===== src/rtl/stim_sweep_pkg.sv =====
// Shared types and MISR step function for the exhaustive stimulus sweep.
// Consumed by stim_sweep_capture and misr_compactor.
package stim_sweep_pkg;

  typedef enum logic [1:0] {
    IDLE,
    APPLY,
    COMPARE,
    DONE
  } state_t;

  localparam logic [15:0] DEFAULT_POLY = 16'h1021;

  // Signature width w is at most 63 so the mask below never overflows.
  function automatic logic [63:0] misr_step(input logic [63:0] sig,
                                            input logic [63:0] word,
                                            input logic [63:0] poly,
                                            input int          w);
    logic [63:0] mask;
    logic [63:0] fb;
    mask = (64'd1 << w) - 64'd1;
    fb   = (((sig >> (w - 1)) & 64'd1) != 64'd0) ? poly : 64'd0;
    return ((sig << 1) ^ fb ^ word) & mask;
  endfunction

endpackage


===== src/rtl/misr_compactor.sv =====
// Multiple-input signature register: folds one data word per enabled cycle.
// clear has priority over enable.
module misr_compactor
  import stim_sweep_pkg::*;
#(
  parameter int                MISR_W = 16,
  parameter int                DW     = 3,
  parameter logic [MISR_W-1:0] POLY   = DEFAULT_POLY
) (
  input  logic              clk,
  input  logic              clear,
  input  logic              enable,
  input  logic [DW-1:0]     data,
  output logic [MISR_W-1:0] signature
);

  always_ff @(posedge clk) begin
    if (clear) begin
      signature <= '0;
    end else if (enable) begin
      signature <= MISR_W'(misr_step(64'(signature), 64'(data), 64'(POLY), MISR_W));
    end
  end

endmodule


===== src/rtl/stim_sweep_capture.sv =====
// Drives every input pattern into a benchmark DUT, captures {pattern, response}
// pairs, compacts them into a MISR signature and flags a golden mismatch.
module stim_sweep_capture
  import stim_sweep_pkg::*;
#(
  parameter int                N_IN   = 2,
  parameter int                N_OUT  = 1,
  parameter int                HOLD   = 2,
  parameter int                MISR_W = 16,
  parameter logic [MISR_W-1:0] POLY   = DEFAULT_POLY
) (
  input  logic                  CK,
  input  logic                  reset,
  input  logic                  start,
  input  logic [MISR_W-1:0]     golden_sig,
  input  logic [N_OUT-1:0]      dut_out,
  output logic [N_IN-1:0]       dut_in,
  output logic                  busy,
  output logic                  done,
  output logic                  mismatch,
  output logic [MISR_W-1:0]     signature,
  input  logic [$clog2(2**N_IN)-1:0] rd_addr,
  output logic [N_IN+N_OUT-1:0] rd_data
);

  localparam int DEPTH = 2 ** N_IN;
  localparam int DW    = N_IN + N_OUT;
  localparam int HW    = $clog2(HOLD + 1);

  state_t          state;
  logic [N_IN-1:0] pat;
  logic [HW-1:0]   hold;
  logic [DW-1:0]   mem [DEPTH];
  logic [DW-1:0]   word;
  logic            sample;
  logic            launch;

  assign word   = {pat, dut_out};
  assign sample = (state == APPLY) && (hold == HW'(HOLD - 1));
  assign launch = start && ((state == IDLE) || (state == DONE));
  assign dut_in = pat;
  assign rd_data = mem[rd_addr];

  misr_compactor #(
    .MISR_W (MISR_W),
    .DW     (DW),
    .POLY   (POLY)
  ) u_misr (
    .clk       (CK),
    .clear     (reset | launch),
    .enable    (sample),
    .data      (word),
    .signature (signature)
  );

  always_ff @(posedge CK) begin
    if (reset) begin
      state    <= IDLE;
      pat      <= '0;
      hold     <= '0;
      busy     <= 1'b0;
      done     <= 1'b0;
      mismatch <= 1'b0;
      for (int i = 0; i < DEPTH; i++) mem[i] <= '0;
    end else begin
      case (state)
        IDLE, DONE: begin
          if (start) begin
            state    <= APPLY;
            pat      <= '0;
            hold     <= '0;
            busy     <= 1'b1;
            done     <= 1'b0;
            mismatch <= 1'b0;
          end
        end
        APPLY: begin
          if (sample) begin
            mem[pat] <= word;
            hold     <= '0;
            // pat stays at the last pattern so dut_in holds DEPTH-1 afterwards.
            if (pat == '1) state <= COMPARE;
            else           pat   <= pat + 1'b1;
          end else begin
            hold <= hold + 1'b1;
          end
        end
        COMPARE: begin
          mismatch <= (signature != golden_sig);
          done     <= 1'b1;
          busy     <= 1'b0;
          state    <= DONE;
        end
        default: state <= IDLE;
      endcase
    end
  end

endmodule


===== config.mk =====
export PLATFORM = sky130hd
export DESIGN_NAME = stim_sweep_capture
export DESIGN_NICKNAME = d
export VERILOG_FILES = /design/src/rtl/stim_sweep_pkg.sv /design/src/rtl/misr_compactor.sv /design/src/rtl/stim_sweep_capture.sv
export SDC_FILE = /design/constraint.sdc
export NUM_CORES = 1
export LEC_CHECK = 0
export CAP_MARGIN = 40
export CORE_UTILIZATION = 43
export DETAILED_ROUTE_END_ITERATION = 10
export GPL_TIMING_DRIVEN = 0
export PLACE_DENSITY = 0.82
export SLEW_MARGIN = 0
export SYNTH_ARGS = -nofsm -noshare
export SYNTH_HDL_FRONTEND = slang
export SYNTH_SLANG_ARGS = --single-unit
export TNS_END_PERCENT = 5

===== constraint.sdc =====
create_clock -name CK -period 1.8 [get_ports CK]
set_input_delay 0.36 -clock CK [delete_from_list [all_inputs] [get_ports CK]]
set_output_delay 0.36 -clock CK [all_outputs]
set_load 0.05 [all_outputs]

== Word-level counts from Yosys, hierarchy flattened ==
Memories as Yosys holds them, arrays and structs flattened.
Cells that the tools add are included.
Storage, ports and cells
  bits in registers: 25
  RAM bits: 12
  bits of input ports: 22
  output and inout port bits: 24
  word-level logic and storage cells: 60
  memories kept: 1
Memories
  mem: depth 4, bits a word 3, read ports 1, clocked after memory_dff 0, write ports 4, RTL line stim_sweep_capture.sv:33  | logic [DW-1:0] mem [DEPTH];
Cells by class
  add/subtract/negate cells: 2
  equality and inequality tests: 10
  multiplexer cells: 25
  bitwise gates (word level): 3
  reductions and logical operators: 12
Operators with widths (count)
  2-to-1 mux 2 bit: 8
  inequality test 16 bit: 1
  XOR 16 bit: 1
  XOR 16 x 3 -> 16 bit: 1
  2-to-1 mux 13 bit: 1
  2-to-1 mux 1 bit: 9
  case mux 2 bit (2 select lines): 2
  == test 2 bit, second input constant: 3
  inequality test 2 bit, second input constant: 3
  case mux 1 bit (2 select lines): 3
  case mux 2 bit (3 select lines): 1
  adder 2 x 1 -> 2 bit, second input constant: 2
  == test 2 x 1 -> 1 bit, second input constant: 2
  AND reduction 2 bit: 2
  AND reduction 4 bit: 1
  nonzero test 2 bit: 2
  2-to-1 mux 3 bit: 1
  AND reduction 3 bit: 1
  OR reduction 3 bit: 1
  logical AND 1 bit: 2
  logical NOT 2 bit: 1
  inequality test 2 x 1 -> 1 bit, second input constant: 1
  OR reduction 2 bit: 1
  logical OR 1 bit: 1
  bitwise OR 1 bit: 1

== Logic depth before layout (Yosys ltp) ==
  depth in word-level cells: 8
  depth in mapped cells: 8
  mapped depth without buffers: 6

== Hierarchy ==
A second synthesis with hierarchy kept.
Unflattened totals
  cell total of the unflattened synthesis: 159
  area, all modules: 1803.0 µm²
Modules (own cells, without submodules)
  stim_sweep_capture: times used 1, cells each 102, area an instance 1173.6 µm², sequential area each 540.5 µm²
  misr_compactor: times used 1, cells each 57, area an instance 629.4 µm², sequential area each 320.3 µm²

== Worst setup path after synthesis ==
No wires, ideal clock.
  kind: flip-flop to flip-flop
  start: register state[1]
  end: memory mem[2][0] (enable)
  setup time: 0.258 ns
  data arrival time: 1.468 ns
  data required time: 1.542 ns
  slack: 0.074 ns
  cell stages (with the launch flop): 8
  path buffers: 1
  clock period less this slack: 1.726 ns
  cell sequence: dfxtp_1 inv_1 ha_1 buf_2 and4bb_2 and2_4 and2b_4 or2_1
RTL lines
  start: declaration: RTL line stim_sweep_capture.sv:30  | state_t state;
  start signal: assignment: RTL line stim_sweep_capture.sv:58  | state <= IDLE;
  start signal: assignment: RTL line stim_sweep_capture.sv:69  | state <= APPLY;
  start signal: assignment: RTL line stim_sweep_capture.sv:82  | if (pat == '1) state <= COMPARE;
  end: declaration: RTL line stim_sweep_capture.sv:33

== Worst setup path after layout ==
  start: input port rd_addr[1]
  end: output port rd_data[1]
Between the ends
  longest elaborated chain between the ends: 1
Ends and longest elaborated chain
  start: declaration: RTL line stim_sweep_capture.sv:22  | input logic [$clog2(2**N_IN)-1:0] rd_addr,
  memory (4 x 3 bit)
  end: declaration: RTL line stim_sweep_capture.sv:23  | output logic [N_IN+N_OUT-1:0] rd_data
No other way between the ends.

==> flow_metrics.py <==
metrics = {
    "run_status": {
        "outcome": "finished, final reports clean",
    },
    "critical_path": {
        "setup.reg_to_reg.worst_slack_ns": 0.06,
        "launching_point_of_the_worst_reg2reg_path": "state[1]",
        "worst-r2r-cell-count": 7,
        "crit_fanout": 3,
        "critical_path_required_ns": 1.44,
        "endpoint_of_the_lowest_slack_register_to_register_path": "mem[2][0]",
        "endpoint_kind": "output port",
        "path_class": "input pin to output port",
        "type_of_element_launching_the_critical_path": "input pin",
        "worstSetupEndpoint": "rd_data[1]",
        "worst_ep_arrival_time_ns": 1.42,
        "setup.worst_path.start": "rd_addr[1]",
    },
    "drt": {
        "detail_route.iter0.violations": 37,
        "via_per_inst": 5.121,
        "wire_per_inst_um": 13.53,
        "detailroute.via_count": 1434,
        "post-route-drc-count": 0,
        "detail-route-antenna-nets": 0,
        "wirelength_um": 3788,
        "firstDrtPassIters": 4,
    },
    "floorplan": {
        "initial_core_util_pct": 44.48,
        "design.portCount": 46,
        "die_y_um": 66.33,
        "core_area_mm2": 0.004000,
        "fp.dieW_um": 66.33,
        "rows": 23,
        "floorplan.die_area_mm2": 0.004399,
    },
    "min_path": {
        "start_point_of_the_worst_min_delay_path": "u_misr.signature[13]",
        "hp-class": "flop to flop",
        "holdPathStages": 2,
    },
    "global_route": {
        "global_route.overflow_total": 0,
        "grt_max_degree": 13,
        "grt_antenna_before_repair": 0,
        "global_route_usage_sum_pct": 19.99,
        "vias_in_the_first_global_route": 1421,
        "global_route_wire_length_before_repair_um": 6499,
    },
    "power_and_ir_drop": {
        "power.total_mw": 2.547,
        "peakVddDrop_uv": 854.2,
        "power_per_cell_area_mw_per_mm2": 1062,
        "power_leakage_nw": 0.9404,
    },
    "timing": {
        "worst_clock_skew_ns": 0.005706,
        "postLayoutSetupSlackWorst_ns": 0.01648,
        "slew_violations": 0,
        "post-route-min-period_ns": 1.784,
        "number_of_failing_setup_endpoints_in_the_final_timing_report": 0,
        "rsz_0062_raised_after_global_routing": "yes",
        "report.final.hold_viol_count": 0,
        "max_freq_mhz": 560.7,
        "min_period_over_period_pct": 99.08,
    },
    "cells_and_area": {
        "fillCellCount": 352,
        "layout_common_cells": "nand2_1, dfxtp_1, xnor2_1, clkdlybuf4s50_1, dlygate4sd2_1",
        "fin_area_mm2": 0.002399,
        "area_growth_pct": 34.81,
        "n_antenna_cell": 0,
        "drive_above_1_share_pct": 15.65,
        "finish.net_count": 255,
    },
    "clock_tree": {
        "ctsHtreeMaxLevel": 2,
        "tritoncts_num_sinks": 37,
        "maximum_buffer_depth_of_the_clock_tree": 2,
        "cts_tree": "built",
        "tritoncts.num_buffers": 5,
        "path_clk_slew_ns": 0.07,
        "post_cts_buffers": 0,
        "cts.root.buffer_cell": "clkbuf_8",
        "clk_latency_ns": 0.29,
    },
    "yosys": {
        "synth.cell_area_mm2": 0.001779,
        "synthesis.area_per_instance_um2": 10.17,
        "synth-seq-area-share_pct": 48.38,
        "post_synthesis_sequential_element_count": 37,
        "netlist_instances": 175,
        "synthesis.yosys.warnings": 0,
        "post_synth_cell_types": 40,
    },
    "placement": {
        "dpl-instance-area_mm2": 0.002303,
        "port-buffer-count": 45,
        "gpl.final_weighted_congestion": 0.7458,
        "dp.final_hpwl_um": 2740,
        "pre_cts_slack_ns": -0.7551,
    },
    "flow_run": {
        "drv_cap": 0,
    },
}
[metrics by stage]
| stage | hold slack [ns] | utilization [%] | cells | setup TNS [ns] |
|---|---|---|---|---|
| 5_1_grt | 0.5355 | 59.96 | 280 | -0.03412 |
| 6_report | 0.4954 | 59.96 | 280 | 0 |
| 3_5_place_dp | 0.4910 | 57.59 | 273 | -4.931 |
| 3_3_place_gp | 0.4825 | 57.59 | 273 | -4.936 |
| 2_1_floorplan | 0.4761 | - | 178 | 0 |
| 4_1_cts | 0.5017 | 59.40 | 281 | -0.003965 |
[worst min path at each step]
stage	endpoint	slack (ns)
floorplan	done	0.48
global placement	u_misr.signature[14]	0.48
detailed placement	u_misr.signature[10]	0.49
CTS	u_misr.signature[9]	0.50
global route	mismatch	0.54
finish	u_misr.signature[13]	0.50
[cells in the mapped netlist (all sizes together)]
cell	count	area [µm²]
and2b	2	17.52
a21oi	18	97.60
mux4	3	67.56
ha	4	50.05
nor2b	2	20.02
or2	2	12.51
a31o	1	8.760
a22oi	1	7.510
or3b	1	8.760
and3	1	6.260
nand3	1	5.000
nand4	4	25.02
nor3b	1	7.510
xnor2	21	183.9
nand3b	3	22.52
nand2	23	86.33
nor4	1	6.260
a21o	2	15.01
nand2b	3	18.77
mux2i	1	10.01
nor2	12	45.04
o32ai	1	8.760
a211oi	7	52.55
clkbuf	4	16.26
a311oi	1	8.760
dfxtp	25	500.5
and3b	1	8.760
buf	6	32.53
o21ai	1	5.000
and4bb	1	12.51
conb	1	3.750
edfxtp	12	360.4
inv	3	11.26
and2	5	36.29
[critical path, stage by stage]
cell             delay, ns
clkdlybuf4s50_1       0.53
mux4_2                0.31
buf_2                 0.22
[per-layer routing]
metal | global-route usage, % | vias to the layer above | wire length, µm
li1 | - | 710 | -
met1 | 23.19 | 666 | 1630
met2 | 33.55 | 52 | 1869
met3 | 6.207 | 6 | 212
met4 | 8.777 | 0 | 74
met5 | 0 | - | 0
[flip-flops by register name, summed over array words and instances, names as in the netlist]
signal / count
mem: 12
done: 1
hold: 2
dut_in: 2
mismatch: 1
state: 2
busy: 1
u_misr.signature: 16
[cells by family after synthesis]
kind of cell               share of synthesized area (%)
adders and majority gates                          2.813
buffers and inverters                              3.375
AOI/OAI and AO/OA                                  11.46
xor gates and xnor gates                           10.34
DFF                                                48.38
other                                             0.2108
and+or+nand+nor                                    19.06
muxes                                              4.360
[cell type report]
class | count | area (µm²) | share of cell area, %
Timing Repair Buffer | 45 | 415.4 | 17.32
Tap cell | 50 | 62.56 | 2.608
Multi-Input combinational cell | 128 | 884.6 | 36.88
Sequential cell | 37 | 863.3 | 35.99
Buffer | 9 | 53.80 | 2.243
Inverter | 3 | 11.26 | 0.4695
Clock inverter | 2 | 35.03 | 1.461
Clock buffer | 6 | 72.57 | 3.026
[where the power goes]
group,leakage [nW],total [mW],internal [mW],switching [mW]
sequential,0.325,1.02,0.946,0.0750
clock,0.0552,0.696,0.411,0.285
combinational,0.560,0.830,0.333,0.496
total,0.940,2.55,1.69,0.857
[what timing repair did]
item | CTS | global route
hold buffers | 0 | 0
setup endpoints to repair | 29 | 31
resized for setup | 39 | 15
endpoints found under the hold margin | 0 | 0
Power figures use the tool's default switching activity.
